==> src/rtl/display_channel_selector.sv <==
// Display channel selector: manual or auto-scan selection of one of NCH channels onto a registered display bus.
// Optional feature macro DISPLAY_HOLD_EN adds a freeze input that holds to_display while cur_ch keeps moving.
module display_channel_selector #(
  parameter int WIDTH = 16,
  parameter int NCH   = 4,
  parameter int DWELL = 50_000_000
) (
  input  logic                    clk,
  input  logic                    reset_n,
  input  logic [NCH*WIDTH-1:0]    data_in,
  input  logic [$clog2(NCH)-1:0]  sel,
  input  logic                    sel_load,
  input  logic                    auto_en,
`ifdef DISPLAY_HOLD_EN
  input  logic                    freeze,
`endif
  output logic [WIDTH-1:0]        to_display,
  output logic [$clog2(NCH)-1:0]  cur_ch,
  output logic                    ch_change
);

  localparam int SELW = $clog2(NCH);
  localparam int CNTW = $clog2(DWELL);
  localparam logic [SELW:0]   NCH_EXT  = (SELW + 1)'(NCH);
  localparam logic [SELW-1:0] LAST_CH  = SELW'(NCH - 1);
  localparam logic [CNTW-1:0] CNT_LAST = CNTW'(DWELL - 1);

  typedef enum logic {MANUAL, AUTO} state_t;

  state_t            state_q, state_d;
  logic [CNTW-1:0]   cnt_q, cnt_d;
  logic [SELW-1:0]   cur_ch_q, cur_ch_d;
  logic [WIDTH-1:0]  to_display_q, to_display_d;
  logic              ch_change_q, ch_change_d;
  logic              loadValid;
  logic              scanActive;

  // Scanning needs both the registered state and the live level, so the exit edge neither counts nor advances.
  always_comb begin
    state_d    = auto_en ? AUTO : MANUAL;
    cur_ch_d   = cur_ch_q;
    cnt_d      = '0;
    loadValid  = sel_load && ({1'b0, sel} < NCH_EXT);
    scanActive = (state_q == AUTO) && auto_en;

    if (scanActive) begin
      if (cnt_q == CNT_LAST) begin
        cur_ch_d = (cur_ch_q == LAST_CH) ? '0 : cur_ch_q + 1'b1;
      end else begin
        cnt_d = cnt_q + 1'b1;
      end
    end

    if (loadValid) begin
      cur_ch_d = sel;
      cnt_d    = '0;
    end

    to_display_d = data_in[int'(cur_ch_d)*WIDTH +: WIDTH];
`ifdef DISPLAY_HOLD_EN
    if (freeze) begin
      to_display_d = to_display_q;
    end
`endif
    ch_change_d = (cur_ch_d != cur_ch_q);
  end

  always_ff @(posedge clk or negedge reset_n) begin
    if (!reset_n) begin
      state_q      <= MANUAL;
      cnt_q        <= '0;
      cur_ch_q     <= '0;
      to_display_q <= '0;
      ch_change_q  <= 1'b0;
    end else begin
      state_q      <= state_d;
      cnt_q        <= cnt_d;
      cur_ch_q     <= cur_ch_d;
      to_display_q <= to_display_d;
      ch_change_q  <= ch_change_d;
    end
  end

  assign to_display = to_display_q;
  assign cur_ch     = cur_ch_q;
  assign ch_change  = ch_change_q;

endmodule
==> config.mk <==
export PLATFORM = sky130hd
export DESIGN_NAME = display_channel_selector
export DESIGN_NICKNAME = d
export VERILOG_FILES = /design/src/rtl/display_channel_selector.sv
export SDC_FILE = /design/constraint.sdc
export NUM_CORES = 1
export LEC_CHECK = 0
export ABC_CLOCK_PERIOD_IN_PS = 3000
export CORE_ASPECT_RATIO = 1.5
export CORE_MARGIN = 1
export CORE_UTILIZATION = 46
export CTS_BUF_LIST = sky130_fd_sc_hd__clkbuf_8
export CTS_CLUSTER_SIZE = 24
export DETAILED_ROUTE_END_ITERATION = 10
export PLACE_DENSITY = 0.79
export SLEW_MARGIN = 20
export SYNTH_ARGS = -nofsm -noshare
export SYNTH_HDL_FRONTEND = slang
export SYNTH_SLANG_ARGS = --single-unit
==> constraint.sdc <==
create_clock -name clk -period 3 [get_ports clk]
set_input_delay 0.6 -clock clk [delete_from_list [all_inputs] [get_ports clk]]
set_output_delay 0.6 -clock clk [all_outputs]
set_load 0.005 [all_outputs]
Yosys cells after proc, flatten, opt, wreduce, memory -nomap -nowiden
Cells that the tools add are included.

Output and inout bits: 19. Bits in registers: 46.

Add/subtract/negate cells: 2. Reduce and logical (&&, ||, !) cells: 1. Eq/ne operators: 3. Shifts and indexed selects: 1. Muxes and demuxes: 8.

Operator list (number): 26-bit 2-to-1 mux (3); 64-bit by 7-bit indexed part select with 16-bit output (1); 26-bit by 1-bit adder with 26-bit output, second input constant (1); 26-bit equality test, second input constant (1); 2-bit 2-to-1 mux (4); 2-bit by 1-bit adder with 2-bit output, second input constant (1); 2-bit equality test, second input constant (1); 2-bit inequality test (1); 1-bit logical AND (1); 1-bit 2-to-1 mux (1).

Longest topological paths before layout
Word-level depth: 6. Mapped depth: 10. Gate-level depth less buffers: 8.

Least setup slack after synthesis
OpenSTA, ideal clock, no wires.

Kind: flip-flop to flip-flop. From: reg cnt_q[0]. To: reg to_display_q[11], in the netlist to_display[11]. Data arrival time: 2.086 ns. Setup slack: 0.770 ns. Stages on the path, launching flop included: 11. Data required time: 2.856 ns. Period minus slack after synthesis: 2.230 ns. Setup time: 0.144 ns. Cell sequence: dfrtp_1 > ha_1 > nand3_2 > or2_0 > buf_2 > o41a_1 > o21ai_4 > inv_4 > buf_6 > a21oi_2 > a32oi_1.

Word-level cells in the longest chain between the ends: 5.

RTL lines: from (decl) (RTL line 31) `logic [CNTW-1:0] cnt_q, cnt_d;`; from (signal assigned) (RTL line 77) `cnt_q <= cnt_d;`; 26-bit equality test (RTL line 47) `if (cnt_q == CNT_LAST) begin`; 2-bit 2-to-1 mux (RTL line 47); 2-bit 2-to-1 mux (RTL line 46) `if (scanActive) begin`; 2-bit 2-to-1 mux (RTL line 54) `if (loadValid) begin`; 64-bit by 7-bit indexed part select with 16-bit output (RTL line 59) `to_display_d = data_in[int'(cur_ch_d)*WIDTH +: WIDTH];`; named net to_display_d[11] (RTL line 33) `logic [WIDTH-1:0] to_display_q, to_display_d;`; to (signal assigned) (RTL line 79) `to_display_q <= to_display_d;`; to (decl) (RTL line 33).

The timed path passes the listed nets, and every way through them passes these cells.

Final worst setup path
From: reg cnt_q[0]. To: reg to_display_q[12], in the netlist to_display[12].

Same word-level chain as after synthesis.

==> results by group <==
STA
  – WHS: 291 ps
  – RSZ-0062 raised after global routing: no
  – FMAX: 0.403 GHz
  – Relative slew slack: 44.3%
  – Skew final: 7.94 ps
  – Worst-Margin Slew: 835 ps
  – Setup TNS: 0 ps
  – Final min period: 2480 ps
  – Final period utilization: 82.7%
  – Setup-failing EPs final: 0
  – Setup ws final: 519 ps
  – Hold Vio Cnt, Final: 0
  – Max-slew violation count: 0

GRT
  – Gr usage total: 22.8%
  – Initial antenna violation count: 0
  – Largest net degree at the start of global routing: 47
  – Vias in the first global route: 2232
  – Global route overflow: 0
  – First-pass GRT wire length: 9.64 mm

Drt
  – Avg WL per Cell: 14.0 um
  – Initial DRC Count: 75
  – Post-Route WL: 5.77 mm
  – Routed vias: 2184
  – Remaining antenna violation count after routing: 0
  – Via-to-Cell Ratio: 5.29
  – TritonRoute pass-1 iters: 4
  – Residual DRC: 0

Synth
  – Synth cell types: 41
  – Net count after synthesis: 332
  – Register area share after synthesis: 46.4%
  – XOR/XNOR Fraction of Synth Area: 8.47%
  – Synth warn: 0
  – Largest family of logic cells by synthesized area: simple AND/OR/NAND/NOR gates
  – Mean Syn Cell Area: 9.55 um2
  – Synth Instances: 260
  – Synthesis-stage register bit count: 46
  – Post-Synth Adder-Cell Area: 1.01%
  – Post-Synth Simple-Gate Area: 25.4%
  – Mapped cell area: 0.00248 mm2
  – Multiplexer area fraction after synthesis: 0%
  – Asr flop ratio synth: 100%
  – Post-synthesis compound-gate area fraction: 13.9%
  – Post-synth EDFFs: 0
  – Main flop type after synthesis: dfrtp_1

Clocking
  – CTS buffer count: 5
  – CTS Sinks: 46
  – CTS tree: yes
  – Root Driver: clkbuf_8
  – Setup Buffers After CTS: 0
  – Hold-fix buffers, CTS: 0
  – Post-cts sizing count: 0
  – Worst-Skew Late Latency: 300 ps
  – Clk slew on worst S/H paths: 90 ps
  – H-tree depth: 2
  – Max Root-Sink Buffers: 2

Power and ir drop
  – Comb pwr share: 22.8%
  – Register share of total power: 48.9%
  – Sw Pwr: 0.000351 W
  – Switch share: 25.4%
  – Clock Power Share: 28.3%
  – Power per standard cell area: 398 mW/mm2
  – Pwr Total: 0.00138 W
  – Worst vdd ir: 275 uV
  – Leak: 1.35 nW
  – P_int: 0.00103 W

Final layout
  – Layout cells sized above 1: 10.1%
  – Layout Nets: 416
  – Ant. Diodes: 0
  – Final Cell Area: 0.00347 mm2
  – Area grow syn2layout: 39.9%
  – Most frequent cells in the layout: clkdlybuf4s50_1, nand2_1, dfrtp_1
  – Commonest non-fill, non-tap cell in the layout: clkdlybuf4s50_1

Placed design
  – Final Wtd Congestion: 0.761
  – Dpl hpwl: 4.36 mm
  – Area after DPL: 0.00338 mm2
  – Dpl ws: 472 ps
  – # port buffers: 88

Setup path
  – R2R Path Start: cnt_q[0]
  – CP Data Arrival Time: 2640 ps
  – R2R Path End: to_display[12]
  – Worst setup SP type: register
  – R2R depth: 8
  – Worst Setup End Kind: register
  – Flop-to-flop setup slack: 520 ps
  – Critical Path RT: 3160 ps
  – CP Class: reg -> reg
  – Max FO, Critical Path: 34

Floorplanning
  – Die W: 62.0 um
  – Die height: 92.0 um
  – Core area: 0.00516 mm2
  – Ports: 89
  – Die ar.: 0.00570 mm2
  – Num rows: 32
  – Initial Util: 48.1%

Outcome
  – Outcome: finished, final reports clean

Flow run
  – MaxCap Viol Count: 0

Min path
  – Hold crit path type: in -> async
-- worst max-delay path, cell delays in order, from the launching register on --
cell and delay [ps]:
dfrtp_1 390, ha_1 230, nand3_2 90, or2_0 350, o41a_1 490, o21ai_4 290
inv_4 220, a21oi_1 200, a32oi_1 80
-- flip-flops by register name, summed over array words and instances, names as in the netlist --
register,flops
to_display,16
cur_ch,2
ch_change,1
cnt_q,26
state_q,1
-- area by class of cell --
type / instances / area (um2)
multi-input cells: 196 / 1220
well taps: 68 / 85.1
inverters: 5 / 21.3
repair buffers: 90 / 906
clock inverters: 2 / 8.76
flip-flops and latches: 46 / 1150
fillers: 413 / 1690
clock buffers: 6 / 82.6
-- power groups by stage --
stage,registers (W),logic (W),clock network (W)
final,0.000675,0.000315,0.000390
after global routing,0.000678,0.000343,0.000423
after CTS,0.000676,0.000318,0.000403
after detailed placement,0.000688,0.000316,0
after global placement,0.000687,0.000314,0
after floorplan,0.000688,0.000121,0
-- worst max path at each step --
stage	depth (start not counted)	to	startpoint
CTS	8	to_display[9]	cnt_q[0]
global route	8	to_display[8]	cnt_q[0]
floorplan	10	to_display[11]	cnt_q[0]
global placement	7	to_display[12]	auto_en
finish	8	to_display[12]	cnt_q[0]
detailed placement	7	to_display[12]	auto_en
-- cell usage after synthesis, types with 3 or more instances --
master / n / area (um2)
a21oi_1: 6 / 30.0
nor2_1: 27 / 101
dfrtp_1: 46 / 1150
nand4_1: 3 / 18.8
xnor2_1: 11 / 96.3
inv_1: 4 / 15.0
buf_6: 6 / 67.6
a32oi_1: 16 / 140
clkbuf_1: 4 / 15.0
nor3_1: 4 / 20.0
nand2_1: 59 / 221
nand3_1: 9 / 45.0
xor2_1: 13 / 114
a21oi_2: 13 / 114
or3_1: 4 / 25.0
and3_1: 3 / 18.8
-- through the flow --
step	cells	utilization (%)
after global placement	405	65.4
after floorplan	260	-
final	413	67.2
after global routing	413	67.2
after CTS	413	67.2
after detailed placement	405	65.4
-- per-layer routing --
metal / wire length, um / global-route usage [%] / vias to the layer above
met3: 518 / 9.31 / 6
li1: - / - / 1064
met5: 0 / 0 / -
met1: 2210 / 26.0 / 1031
met2: 2970 / 37.2 / 83
met4: 76 / 7.41 / 0
-- cells by family after synthesis --
family / after synthesis
AO/OA/AOI/OAI: 42
XOR/XNOR: 24
adder cells (fa/ha/maj): 2
buffers and inverters: 18
flip-flops: 46
AND/OR/NAND/NOR: 128
Power figures use the tool's default switching activity.
